--- src/rtl/inst_decode.sv ---
// RV32I decode stage: field decode, RF read, load-use hazard detection,
// early JAL redirect and the ID/EX pipeline register feeding execute.
module inst_decode #(
    parameter int RF_ADDR_W = 5,
    parameter int XLEN      = 32
) (
    input  logic                 clk,
    input  logic                 rst,
    input  logic [31:0]          inst_i,
    input  logic [XLEN-1:0]      pc_i,
    input  logic                 branch_pred_i,
    input  logic                 ex_stall_i,
    input  logic                 ex_flush_i,
    input  logic                 ex_mem_read_i,
    input  logic [RF_ADDR_W-1:0] ex_rd_i,
    output logic [RF_ADDR_W-1:0] rs1_addr_o,
    output logic [RF_ADDR_W-1:0] rs2_addr_o,
    input  logic [XLEN-1:0]      rs1_data_i,
    input  logic [XLEN-1:0]      rs2_data_i,
    output logic                 pc_stall_o,
    output logic                 if_stall_o,
    output logic                 if_flush_o,
    output logic                 jmp_o,
    output logic [XLEN-1:0]      pc_jmp_o,
    output logic [XLEN-1:0]      pc_o,
    output logic [XLEN-1:0]      rs1_data_o,
    output logic [XLEN-1:0]      rs2_data_o,
    output logic [RF_ADDR_W-1:0] rs1_o,
    output logic [RF_ADDR_W-1:0] rs2_o,
    output logic [XLEN-1:0]      imm_o,
    output logic [RF_ADDR_W-1:0] rd_o,
    output logic [3:0]           alu_op_o,
    output logic                 alu_src_o,
    output logic                 mem_read_o,
    output logic                 mem_write_o,
    output logic [2:0]           funct3_o,
    output logic                 reg_write_o,
    output logic                 branch_o,
    output logic                 branch_pred_o,
    output logic                 jalr_o,
    output logic                 link_o,
    output logic                 auipc_o,
    output logic                 illegal_o
);

    localparam logic [6:0] OPC_LUI    = 7'b0110111;
    localparam logic [6:0] OPC_AUIPC  = 7'b0010111;
    localparam logic [6:0] OPC_JAL    = 7'b1101111;
    localparam logic [6:0] OPC_JALR   = 7'b1100111;
    localparam logic [6:0] OPC_BRANCH = 7'b1100011;
    localparam logic [6:0] OPC_LOAD   = 7'b0000011;
    localparam logic [6:0] OPC_STORE  = 7'b0100011;
    localparam logic [6:0] OPC_OPIMM  = 7'b0010011;
    localparam logic [6:0] OPC_OP     = 7'b0110011;

    localparam logic [3:0] ALU_ADD   = 4'd0;
    localparam logic [3:0] ALU_SUB   = 4'd1;
    localparam logic [3:0] ALU_SLL   = 4'd2;
    localparam logic [3:0] ALU_SLT   = 4'd3;
    localparam logic [3:0] ALU_SLTU  = 4'd4;
    localparam logic [3:0] ALU_XOR   = 4'd5;
    localparam logic [3:0] ALU_SRL   = 4'd6;
    localparam logic [3:0] ALU_SRA   = 4'd7;
    localparam logic [3:0] ALU_OR    = 4'd8;
    localparam logic [3:0] ALU_AND   = 4'd9;
    localparam logic [3:0] ALU_PASSB = 4'd10;

    typedef struct packed {
        logic [XLEN-1:0]      pc;
        logic [XLEN-1:0]      rs1_data;
        logic [XLEN-1:0]      rs2_data;
        logic [XLEN-1:0]      imm;
        logic [RF_ADDR_W-1:0] rs1;
        logic [RF_ADDR_W-1:0] rs2;
        logic [RF_ADDR_W-1:0] rd;
        logic [3:0]           alu_op;
        logic                 alu_src;
        logic                 mem_read;
        logic                 mem_write;
        logic [2:0]           funct3;
        logic                 reg_write;
        logic                 branch;
        logic                 branch_pred;
        logic                 jalr;
        logic                 link;
        logic                 auipc;
        logic                 illegal;
    } idex_t;

    logic [6:0] opcode;
    logic [2:0] funct3;
    logic [4:0] rd_f;
    logic       f7b5;
    logic signed [31:0] imm_i, imm_s, imm_b, imm_u, imm_j;

    assign opcode = inst_i[6:0];
    assign funct3 = inst_i[14:12];
    assign rd_f   = inst_i[11:7];
    assign f7b5   = inst_i[30];

    assign imm_i = {{20{inst_i[31]}}, inst_i[31:20]};
    assign imm_s = {{20{inst_i[31]}}, inst_i[31:25], inst_i[11:7]};
    assign imm_b = {{19{inst_i[31]}}, inst_i[31], inst_i[7], inst_i[30:25], inst_i[11:8], 1'b0};
    assign imm_u = {inst_i[31:12], 12'b0};
    assign imm_j = {{11{inst_i[31]}}, inst_i[31], inst_i[19:12], inst_i[20], inst_i[30:21], 1'b0};

    assign rs1_addr_o = RF_ADDR_W'(inst_i[19:15]);
    assign rs2_addr_o = RF_ADDR_W'(inst_i[24:20]);

    // funct3 -> ALU op shared by OP and OP-IMM; only OP turns ADD into SUB
    logic [3:0] alu_f3;
    always_comb begin
        alu_f3 = ALU_ADD;
        case (funct3)
            3'd0: alu_f3 = ALU_ADD;
            3'd1: alu_f3 = ALU_SLL;
            3'd2: alu_f3 = ALU_SLT;
            3'd3: alu_f3 = ALU_SLTU;
            3'd4: alu_f3 = ALU_XOR;
            3'd5: alu_f3 = f7b5 ? ALU_SRA : ALU_SRL;
            3'd6: alu_f3 = ALU_OR;
            3'd7: alu_f3 = ALU_AND;
            default: alu_f3 = ALU_ADD;
        endcase
    end

    idex_t dec;
    logic  use_rs1, use_rs2, legal, is_jal;

    always_comb begin
        dec             = '0;
        use_rs1         = 1'b0;
        use_rs2         = 1'b0;
        legal           = 1'b1;
        is_jal          = 1'b0;
        dec.pc          = pc_i;
        dec.rs1_data    = rs1_data_i;
        dec.rs2_data    = rs2_data_i;
        dec.rs1         = rs1_addr_o;
        dec.rs2         = rs2_addr_o;
        dec.funct3      = funct3;
        dec.branch_pred = branch_pred_i;
        case (opcode)
            OPC_OP: begin
                use_rs1 = 1'b1; use_rs2 = 1'b1;
                dec.alu_op    = (funct3 == 3'd0 && f7b5) ? ALU_SUB : alu_f3;
                dec.reg_write = 1'b1;
            end
            OPC_OPIMM: begin
                use_rs1 = 1'b1;
                dec.alu_op    = alu_f3;
                dec.alu_src   = 1'b1;
                dec.imm       = XLEN'(imm_i);
                dec.reg_write = 1'b1;
            end
            OPC_LOAD: begin
                use_rs1 = 1'b1;
                dec.alu_src   = 1'b1;
                dec.imm       = XLEN'(imm_i);
                dec.mem_read  = 1'b1;
                dec.reg_write = 1'b1;
            end
            OPC_STORE: begin
                use_rs1 = 1'b1; use_rs2 = 1'b1;
                dec.alu_src   = 1'b1;
                dec.imm       = XLEN'(imm_s);
                dec.mem_write = 1'b1;
            end
            OPC_BRANCH: begin
                use_rs1 = 1'b1; use_rs2 = 1'b1;
                dec.alu_op = ALU_SUB;
                dec.imm    = XLEN'(imm_b);
                dec.branch = 1'b1;
            end
            OPC_LUI: begin
                dec.alu_op    = ALU_PASSB;
                dec.alu_src   = 1'b1;
                dec.imm       = XLEN'(imm_u);
                dec.reg_write = 1'b1;
            end
            OPC_AUIPC: begin
                dec.alu_src   = 1'b1;
                dec.imm       = XLEN'(imm_u);
                dec.auipc     = 1'b1;
                dec.reg_write = 1'b1;
            end
            OPC_JAL: begin
                is_jal = 1'b1;
                dec.alu_src   = 1'b1;
                dec.imm       = XLEN'(imm_j);
                dec.link      = 1'b1;
                dec.reg_write = 1'b1;
            end
            OPC_JALR: begin
                use_rs1 = 1'b1;
                dec.alu_src   = 1'b1;
                dec.imm       = XLEN'(imm_i);
                dec.jalr      = 1'b1;
                dec.link      = 1'b1;
                dec.reg_write = 1'b1;
            end
            default: legal = 1'b0;
        endcase
        // x0 is never written; rd_o stays 0 for non-writers so forwarding never matches
        if (rd_f == 5'd0)
            dec.reg_write = 1'b0;
        if (dec.reg_write)
            dec.rd = RF_ADDR_W'(rd_f);
    end

    logic hazard, jal_go;

    assign hazard = ex_mem_read_i && (ex_rd_i != '0) &&
                    ((use_rs1 && ex_rd_i == rs1_addr_o) || (use_rs2 && ex_rd_i == rs2_addr_o));
    assign jal_go = is_jal && !hazard && !ex_flush_i && !ex_stall_i;

    assign pc_stall_o = ex_stall_i || (hazard && !ex_flush_i);
    assign if_stall_o = pc_stall_o;
    assign if_flush_o = !ex_stall_i && (ex_flush_i || jal_go);
    assign jmp_o      = jal_go;
    assign pc_jmp_o   = pc_i + XLEN'(imm_j);

    idex_t idex_d, idex_q;

    always_comb begin
        idex_d = '0;
        if (ex_flush_i || hazard)
            idex_d = '0;
        else if (!legal)
            idex_d.illegal = 1'b1;
        else
            idex_d = dec;
    end

    always_ff @(posedge clk or posedge rst) begin
        if (rst)
            idex_q <= '0;
        else if (!ex_stall_i)
            idex_q <= idex_d;
    end

    assign pc_o          = idex_q.pc;
    assign rs1_data_o    = idex_q.rs1_data;
    assign rs2_data_o    = idex_q.rs2_data;
    assign rs1_o         = idex_q.rs1;
    assign rs2_o         = idex_q.rs2;
    assign imm_o         = idex_q.imm;
    assign rd_o          = idex_q.rd;
    assign alu_op_o      = idex_q.alu_op;
    assign alu_src_o     = idex_q.alu_src;
    assign mem_read_o    = idex_q.mem_read;
    assign mem_write_o   = idex_q.mem_write;
    assign funct3_o      = idex_q.funct3;
    assign reg_write_o   = idex_q.reg_write;
    assign branch_o      = idex_q.branch;
    assign branch_pred_o = idex_q.branch_pred;
    assign jalr_o        = idex_q.jalr;
    assign link_o        = idex_q.link;
    assign auipc_o       = idex_q.auipc;
    assign illegal_o     = idex_q.illegal;

endmodule
--- config.mk ---
export PLATFORM = sky130hd
export DESIGN_NAME = inst_decode
export DESIGN_NICKNAME = d
export VERILOG_FILES = /design/src/rtl/inst_decode.sv
export SDC_FILE = /design/constraint.sdc
export NUM_CORES = 1
export LEC_CHECK = 0
export BUFFER_PORTS_ARGS = -buffer_cell sky130_fd_sc_hd__buf_4
export CORE_ASPECT_RATIO = 2
export CORE_MARGIN = 5
export CORE_UTILIZATION = 30
export CTS_CLUSTER_SIZE = 14
export DETAILED_ROUTE_END_ITERATION = 8
export SLEW_MARGIN = 20
export SYNTH_ARGS = -nofsm -noshare
export SYNTH_HDL_FRONTEND = slang
export SYNTH_SLANG_ARGS = --single-unit
export TNS_END_PERCENT = 20
--- constraint.sdc ---
create_clock -name clk -period 6.96 [get_ports clk]
set_input_delay 1.044 -clock clk [delete_from_list [all_inputs] [get_ports clk]]
set_output_delay 1.044 -clock clk [all_outputs]
set_load 0.01 [all_outputs]
### Word-level counts from Yosys, hierarchy flattened

Cells that the tools add are included.

* bits in registers: 160
* latch bits: 0
* RAM bits: 0
* ROM bits: 0
* input bits: 139
* memories kept: 0

* $add $sub $neg: 1
* multipliers: 0
* div/mod/pow operators: 0
* order comparisons: 0
* equality and inequality tests: 18
* shift operators: 0
* mux-type cells: 22
* bitwise operators: 0
* reduce and logical (&&, ||, !) cells: 28

Operator list (number)
* $mux W160: 1
* $pmux W32 S5: 1
* $mux W159: 1
* $add A32 B32 Y32: 1
* $pmux W4 S8: 1
* $eq A7 B6 Y1 const B: 3
* $eq A7 B7 Y1 const B: 3
* $pmux W4 S4: 1
* $mux W1: 15
* $eq A7 B5 Y1 const B: 2
* $reduce_or A7 Y1: 2
* $eq A3 B3 Y1 const B: 4
* $eq A5 B5 Y1: 2
* $logic_and A1 B1 Y1: 10
* $reduce_or A9 Y1: 1
* $eq A7 B2 Y1 const B: 1
* $eq A3 B2 Y1 const B: 2
* $reduce_or A3 Y1: 2
* $reduce_or A6 Y1: 1
* $logic_not A5 Y1: 1
* $mux W5: 1
* $reduce_bool A5 Y1: 1
* $logic_or A1 B1 Y1: 4
* $mux W4: 1
* other kinds (4): 7

### Depth between registers and ports, before layout

Gate-level depths: netlist of the first run.

* depth in word-level cells: 12
* gate-level depth with buffers: 10
* mapped depth without buffers: 10

### Worst setup path before layout of the first run

Ideal clock, no wire load.

* kind: input to output
* start point: input port inst_i[21]
* end point: output port pc_jmp_o[25]
* data arrival time: 3198 ps
* required time: 5916 ps
* setup slack: 2718 ps
* cell stages on the path: 10
* buffers on the path: 0
* path through: ha_1 > fa_1 > a21o_1 > a221oi_2 > o31ai_1 > a211oi_1 > o211a_1 > o21ai_1 > a21oi_2 > xnor2_1

* word-level cells in the longest chain between the ends: 1

RTL lines
* start, declared: RTL line 9 `input logic [31:0] inst_i,`
* $add A32 B32 Y32: RTL line 221 `assign pc_jmp_o = pc_i + XLEN'(imm_j);`
* end, declared: RTL line 24 `output logic [XLEN-1:0] pc_jmp_o,`

No other way between the ends.

### Final worst setup path of the first run

Same ends and word-level chain as after synthesis.

==> flow_metrics.tcl, run 1 <==
set metrics [dict create \
    num_rows 84 \
    die_h_microns 241 \
    max-vdd-ir-drop_v 0.000156 \
    ys_ff_latch 160 \
    dieArea_sq_mm 0.0302 \
    slew_viol_final 0 \
    fin_tns_setup_ns 0 \
    cts_resized 0 \
    setup_viol 0 \
    start_kind "primary input" \
    hp-class "reg -> reg" \
    hold_violations 0 \
    path_class "in -> out" \
    clk_path_buf_depth 2 \
    first_pass_iters 4 \
    crit_fanout 6 \
    core_area_sq_mm 0.0263 \
    cts_buffers 17 \
    grt_max_degree 106 \
    synth_fp_nets 914 \
    antenna_found_initial 1 \
    drtAntennaViolNets 0 \
    drc 0 \
    syn_inst 744 \
    drive_gt1_share_pct 37.3 \
    yosysWarningCount 0 \
    p_leak_nw 5.70 \
    gp_congestion 0.847 \
    grt_usage_pct 19.9 \
    path_clk_slew_ns 0.06 \
    ys_dominant_reg_cell "dfrtp_1" \
    place_area_sq_mm 0.0107 \
    area_delta_synth_final_pct 41.4 \
    grt_overflow 0 \
    hold_buffers 0 \
    cts_tree "done" \
    synth-edff-count 0 \
    routed_wl_mm 31.0 \
    syn_area_per_cell_sq_um 10.8 \
    rsz0062_at_grt "false" \
    clock_skew_ns 0 \
    power_mw 2.37 \
    tightest_slew_ns 0.975 \
    fmax_mhz 201 \
    status "complete, no violations" \
    wire_per_inst_microns 22.1 \
    dp_hpwl_mm 23.2 \
    finish.instance_area_sq_mm 0.0113 \
    numPortBuffers 344 \
    maxCapViolations 0 \
    cts_max_level 4 \
    max_slew_margin_pct 35.0 \
    grt_pass1_wl_mm 46.1 \
    initial_core_util_pct 30.5 \
    vias 7217 \
    ys_seq_area_share_pct 50.0 \
    required_ns 5.92 \
    first_iter_violations 408 \
    synthArstFlopShare_pct 100 \
    viasPerCell 5.13 \
    powerDensity_mw_per_mm2 210 \
    pin_count 345 \
    arrival_ns 3.93 \
    synthDistinctLibCells 57 \
    period_share_pct 71.5 \
    cts-root-buf "clkbuf_16" \
    postCtsSetupBuffers 0 \
    clock_sinks 160 \
    die_w_microns 126 \
    period_needed_ns 4.98 \
    nNetsFinal 1218 \
    grt_pass1_vias 7612 \
    fin_hold_ws_ns 0.478 \
    clock_latency_ns 0.43 \
    cp-end-kind "primary output" \
    synth_area_sq_mm 0.00801 \
]
-- final timing paths --
path / from / to / slack [ns] / cells past startpoint
setup / recovery: inst_i[21] / pc_jmp_o[25] / 1.98 / 12
hold / removal: alu_src_o / alu_src_o / 0.48 / 2
setup reg to reg: rs2_data_o[5] / rs2_data_o[5] / 6.20 / 1
hold reg to reg: alu_src_o / alu_src_o / 0.48 / 2
max in group asynchronous: rst / imm_o[29] / 4.76 / 3
min in group asynchronous: rst / rs2_data_o[28] / 0.82 / 2
-- cells in the final DEF (no fill, tap or decap), types with 3 or more instances in the layout --
master / instances
nand2b_1: 4
o21ai_0: 26
and3_1: 5
dfrtp_1: 160
xnor2_1: 26
mux2i_1: 3
and2_1: 4
a21o_1: 10
o21bai_1: 8
nand4_1: 11
nand3_1: 6
a22o_1: 126
buf_4: 347
a22oi_1: 4
clkinv_2: 3
clkbuf_16: 17
a32o_1: 4
xor2_1: 13
clkinv_4: 5
o21ai_1: 25
or2_2: 3
o31ai_1: 4
nand2_1: 63
nor3_1: 4
o21a_1: 3
nor2_1: 27
ha_1: 30
inv_1: 19
a31oi_1: 7
a21oi_1: 54
-- cell families after synthesis --
group | synth area share, %
and+or+nand+nor | 7.91
DFF | 50.0
AOI/OAI and AO/OA | 27.3
muxes | 0.375
buffers and inverters | 5.22
xor gates and xnor gates | 4.27
adders and majority gates | 4.94
-- worst max-delay path, stage by stage --
cell and delay [ns]:
buf_4 0.16, ha_1 0.24, fa_1 0.42, a21o_1 0.20, a221oi_2 0.48, o31ai_1 0.21
a211oi_1 0.36, o211a_1 0.26, o21ai_1 0.11, a21oi_2 0.17, xnor2_1 0.13, buf_4 0.14
-- final cells by class --
type | instances | area [sq um]
Antenna cell | 1 | 2.50
Clock buffer | 18 | 439
Clock inverter | 14 | 156
Fill cell | 2588 | 15000
Inverter | 20 | 80.1
Multi-Input combinational cell | 501 | 3590
Sequential cell | 160 | 4000
Tap cell | 344 | 430
Timing Repair Buffer | 348 | 2620
-- cell usage after synthesis (all sizes together), types with 2 or more instances --
cell	number	share of area [%]
mux2i	3	0.38
a2111oi	3	0.56
a32o	4	0.50
o21ai	51	3.2
ha	30	4.7
a22o	126	14
xnor2	26	2.8
and2	4	0.31
a21o	10	0.94
nand4	11	0.86
or4	3	0.33
xor2	13	1.4
o31a	2	0.22
o21a	3	0.28
a41oi	3	0.66
a211oi	2	0.19
and3	5	0.39
a31oi	7	0.55
nor3	5	0.38
or2	3	0.23
clkbuf	35	1.6
nor2	27	1.3
nand2	63	3.0
a21oi	56	3.7
dfrtp	160	50
o31ai	4	0.38
nand3	6	0.38
o21bai	8	0.75
a22oi	4	0.38
inv	20	0.94
nor4	2	0.16
buf	28	2.6
nand2b	5	0.48
a21boi	2	0.33
-- registers in the layout, summed over array words and instances (netlist names) --
| register | count |
|---|---|
| pc_o | 32 |
| rs2_data_o | 32 |
| branch_pred_o | 1 |
| branch_o | 1 |
| auipc_o | 1 |
| link_o | 1 |
| mem_write_o | 1 |
| reg_write_o | 1 |
| alu_op_o | 4 |
| funct3_o | 3 |
| illegal_o | 1 |
| jalr_o | 1 |
| rs1_data_o | 32 |
| mem_read_o | 1 |
| rs1_o | 5 |
| alu_src_o | 1 |
| rd_o | 5 |
| rs2_o | 5 |
| imm_o | 32 |
-- through the flow --
stage	instances	util (%)	setup WS [ns]
global route	1406	43.1	1.84
floorplan	744	-	1.60
CTS	1405	43.1	1.97
finish	1406	43.1	1.98
global placement	1373	40.8	2.01
detailed placement	1373	40.8	2.00
-- routing by layer --
metal  vias up  global-route usage (%)  part of all wire, %  wire (microns)
met4         0                    9.67                  4.1            1260
li1       3360                       -                    -               -
met1      3536                    21.2                   35           11000
met2       263                    36.7                   55           17000
met3        58                    4.89                  5.9            1820
met5         -                       0                    0               0
-- power by group --
part	internal [mW]	total, mW	switching [mW]
combinational	0.206	0.456	0.251
sequential	0.942	0.950	0.00744
clock	0.544	0.967	0.423
No activity file was read; power rests on OpenSTA's default activity.
==> run 2, diff against run 1 <==
--- a/config.mk
+++ b/config.mk
@@ -5,6 +5,7 @@
 export SDC_FILE = /design/constraint.sdc
 export NUM_CORES = 1
 export LEC_CHECK = 0
+export ABC_AREA = 1
 export BUFFER_PORTS_ARGS = -buffer_cell sky130_fd_sc_hd__buf_4
 export CORE_ASPECT_RATIO = 2
 export CORE_MARGIN = 5
==> constraint.sdc (replaced) <==
create_clock -name clk -period 4.15 [get_ports clk]
set_input_delay 0.6225 -clock clk [delete_from_list [all_inputs] [get_ports clk]]
set_output_delay 0.6225 -clock clk [all_outputs]
set_load 0.01 [all_outputs]
==> run 2 against run 1 <==
  * Sequential power grew 67%
  * Setup slack worse by 1.4 ns
  * Critical path depth is 2 lower
  * Critical endpoint is now pc_jmp_o[18]
  * Register-to-register slack lost 2.7 ns
  * Global-route usage grew 2.2 points
  * Non-clock buffer count increased by 5
==> flow_metrics.tcl, run 2 <==
set metrics [dict create \
    syn_inst 1293 \
    routed_wl_mm 39.5 \
    synth_top_cells_by_count "nand2_1, dfrtp_1, nor2_1" \
    grt_overflow 0 \
    post-route-util_pct 41.1 \
    synth_most_common_cell "nand2_1" \
    period_needed_ns 3.61 \
    tightest_slew_ns 0.800 \
    dieArea_sq_mm 0.0348 \
    first_iter_violations 464 \
    wire_per_inst_microns 19.9 \
    ys_dominant_reg_cell "dfrtp_1" \
    diodes 0 \
    yosysWarningCount 0 \
    period_share_pct 86.9 \
    ys_ff_latch 160 \
    pin_count 345 \
    final_common_cell "nand2_1" \
    ys_seq_area_share_pct 43.1 \
    maxCapViolations 0 \
    grt_usage_pct 22.1 \
    synthArstFlopShare_pct 100 \
    syn_area_per_cell_sq_um 7.19 \
    status "complete, no violations" \
    slowest_stage "xor2_1" \
    core_area_sq_mm 0.0307 \
    dp.cells 1955 \
    cp-end-kind "primary output" \
    critical_path_buf_inv_count 3 \
    mostFrequentLayoutCells "nand2_1, buf_4, dfrtp_1" \
    synthDistinctLibCells 35 \
    fin_hold_ws_ns 0.257 \
    path_delay_family "simple AND/OR/NAND/NOR gates" \
    synth_fp_nets 1463 \
    dp_hpwl_mm 31.0 \
    start_kind "primary input" \
    grt_max_degree 79 \
    crit_top_cell "buf_4" \
    antenna_found_initial 0 \
    cts_resized 0 \
    path_clk_slew_ns 0.07 \
    slew_viol_final 0 \
    path_class "in -> out" \
    synth-edff-count 0 \
    cts_buffers 17 \
    hold_buffers 0 \
    grt_pass1_wl_mm 57.7 \
    num_rows 91 \
    synth_top_area_cell "dfrtp_1" \
    fmax_mhz 277 \
    clock_sinks 160 \
    vias 9798 \
    drc 0 \
    synth_area_sq_mm 0.00929 \
    fin_tns_setup_ns 0 \
    synthTopCellsByArea "dfrtp_1, nand2_1, nor2_1, o21ai_1, ha_1" \
    synthDominantCellAreaShare_pct 43.1 \
    cts_tree "done" \
    nNetsFinal 1772 \
    initial_core_util_pct 30.2 \
    hp-class "in -> async" \
    p_leak_nw 6.55 \
    cts_max_level 4 \
    first_pass_iters 4 \
    setup_viol 0 \
    numPortBuffers 344 \
    drtAntennaViolNets 0 \
    stdcell_count 1987 \
    postCtsSetupBuffers 0 \
    gp_congestion 0.972 \
    regToRegSetupSlack_ns 3.46 \
    cts-root-buf "clkbuf_16" \
    clk_path_buf_depth 2 \
    viasPerCell 4.93 \
    arrival_ns 2.98 \
    clock_skew_ns 0 \
    grt_pass1_vias 9740 \
    die_w_microns 134 \
    rsz0062_at_grt "false" \
    timing.critical_path.cells "buf_4 -> ha_1 -> nand2_1 -> nor2_1 -> inv_1 -> nor3_1 -> nand4_1 -> nand3_1 -> xor2_1 -> buf_4" \
    max-vdd-ir-drop_v 0.000260 \
    die_h_microns 259 \
    area_delta_synth_final_pct 36.0 \
    clock_latency_ns 0.43 \
    crit_fanout 6 \
    max_slew_margin_pct 46.7 \
    required_ns 3.53 \
    hold_violations 0 \
    drive_gt1_share_pct 25.4 \
    powerDensity_mw_per_mm2 318 \
    slowest_delay_ns 0.44 \
]
## run 2: metrics by stage
step / setup slack [ns] / instance area (sq um) / power, mW
finish: 0.543 / 12600 / 4.03
global placement: 0.603 / 12100 / 2.46
floorplan: 1.47 / 9300 / 2.04
global route: 0.507 / 12600 / 4.20
CTS: 0.604 / 12600 / 4.08
detailed placement: 0.605 / 12100 / 2.46
## run 2: final cells by class
| type | instances | area, sq um |
|---|---|---|
| fill | 3264 | 18100 |
| multi-input combinational | 997 | 4600 |
| sequential | 160 | 4000 |
| timing repair buffer | 353 | 2700 |
| tap | 372 | 465 |
| clock buffer | 20 | 457 |
| inverter | 73 | 278 |
| clock inverter | 12 | 133 |
## run 2: worst paths after layout
check / from / end / depth (start not counted)
max: inst_i[13] / pc_jmp_o[18] / 10
min: rst / rs2_data_o[1] / 2
max reg2reg: pc_o[28] / pc_o[28] / 2
min reg2reg: imm_o[26] / imm_o[26] / 2
max in group asynchronous: rst / rs1_data_o[25] / 3
min in group clk: rs2_data_i[1] / rs2_data_o[1] / 3
## run 2: cells by family after synthesis
family / after synthesis / share of synthesized area (%)
adder cells (fa/ha/maj): 31 / 4.25
XOR/XNOR: 19 / 1.79
buffers and inverters: 136 / 7.37
AO/OA/AOI/OAI: 203 / 11.3
flip-flops: 160 / 43.1
AND/OR/NAND/NOR: 744 / 32.2
## run 2: power breakdown
part / leakage, nW / internal, mW / switching [mW]
clock network: 0.283 / 0.919 / 0.679
registers: 2.23 / 1.58 / 0.0105
logic: 4.04 / 0.323 / 0.516
total: 6.55 / 2.82 / 1.21
## run 2: metal layers
metal | vias up | global-route usage [%] | part of all wire [%]
li1 | 4760 | - | -
met1 | 4607 | 22.2 | 34
met2 | 325 | 41.0 | 54
met3 | 106 | 3.12 | 4.2
met4 | 0 | 15.6 | 7.1
met5 | - | 0 | 0
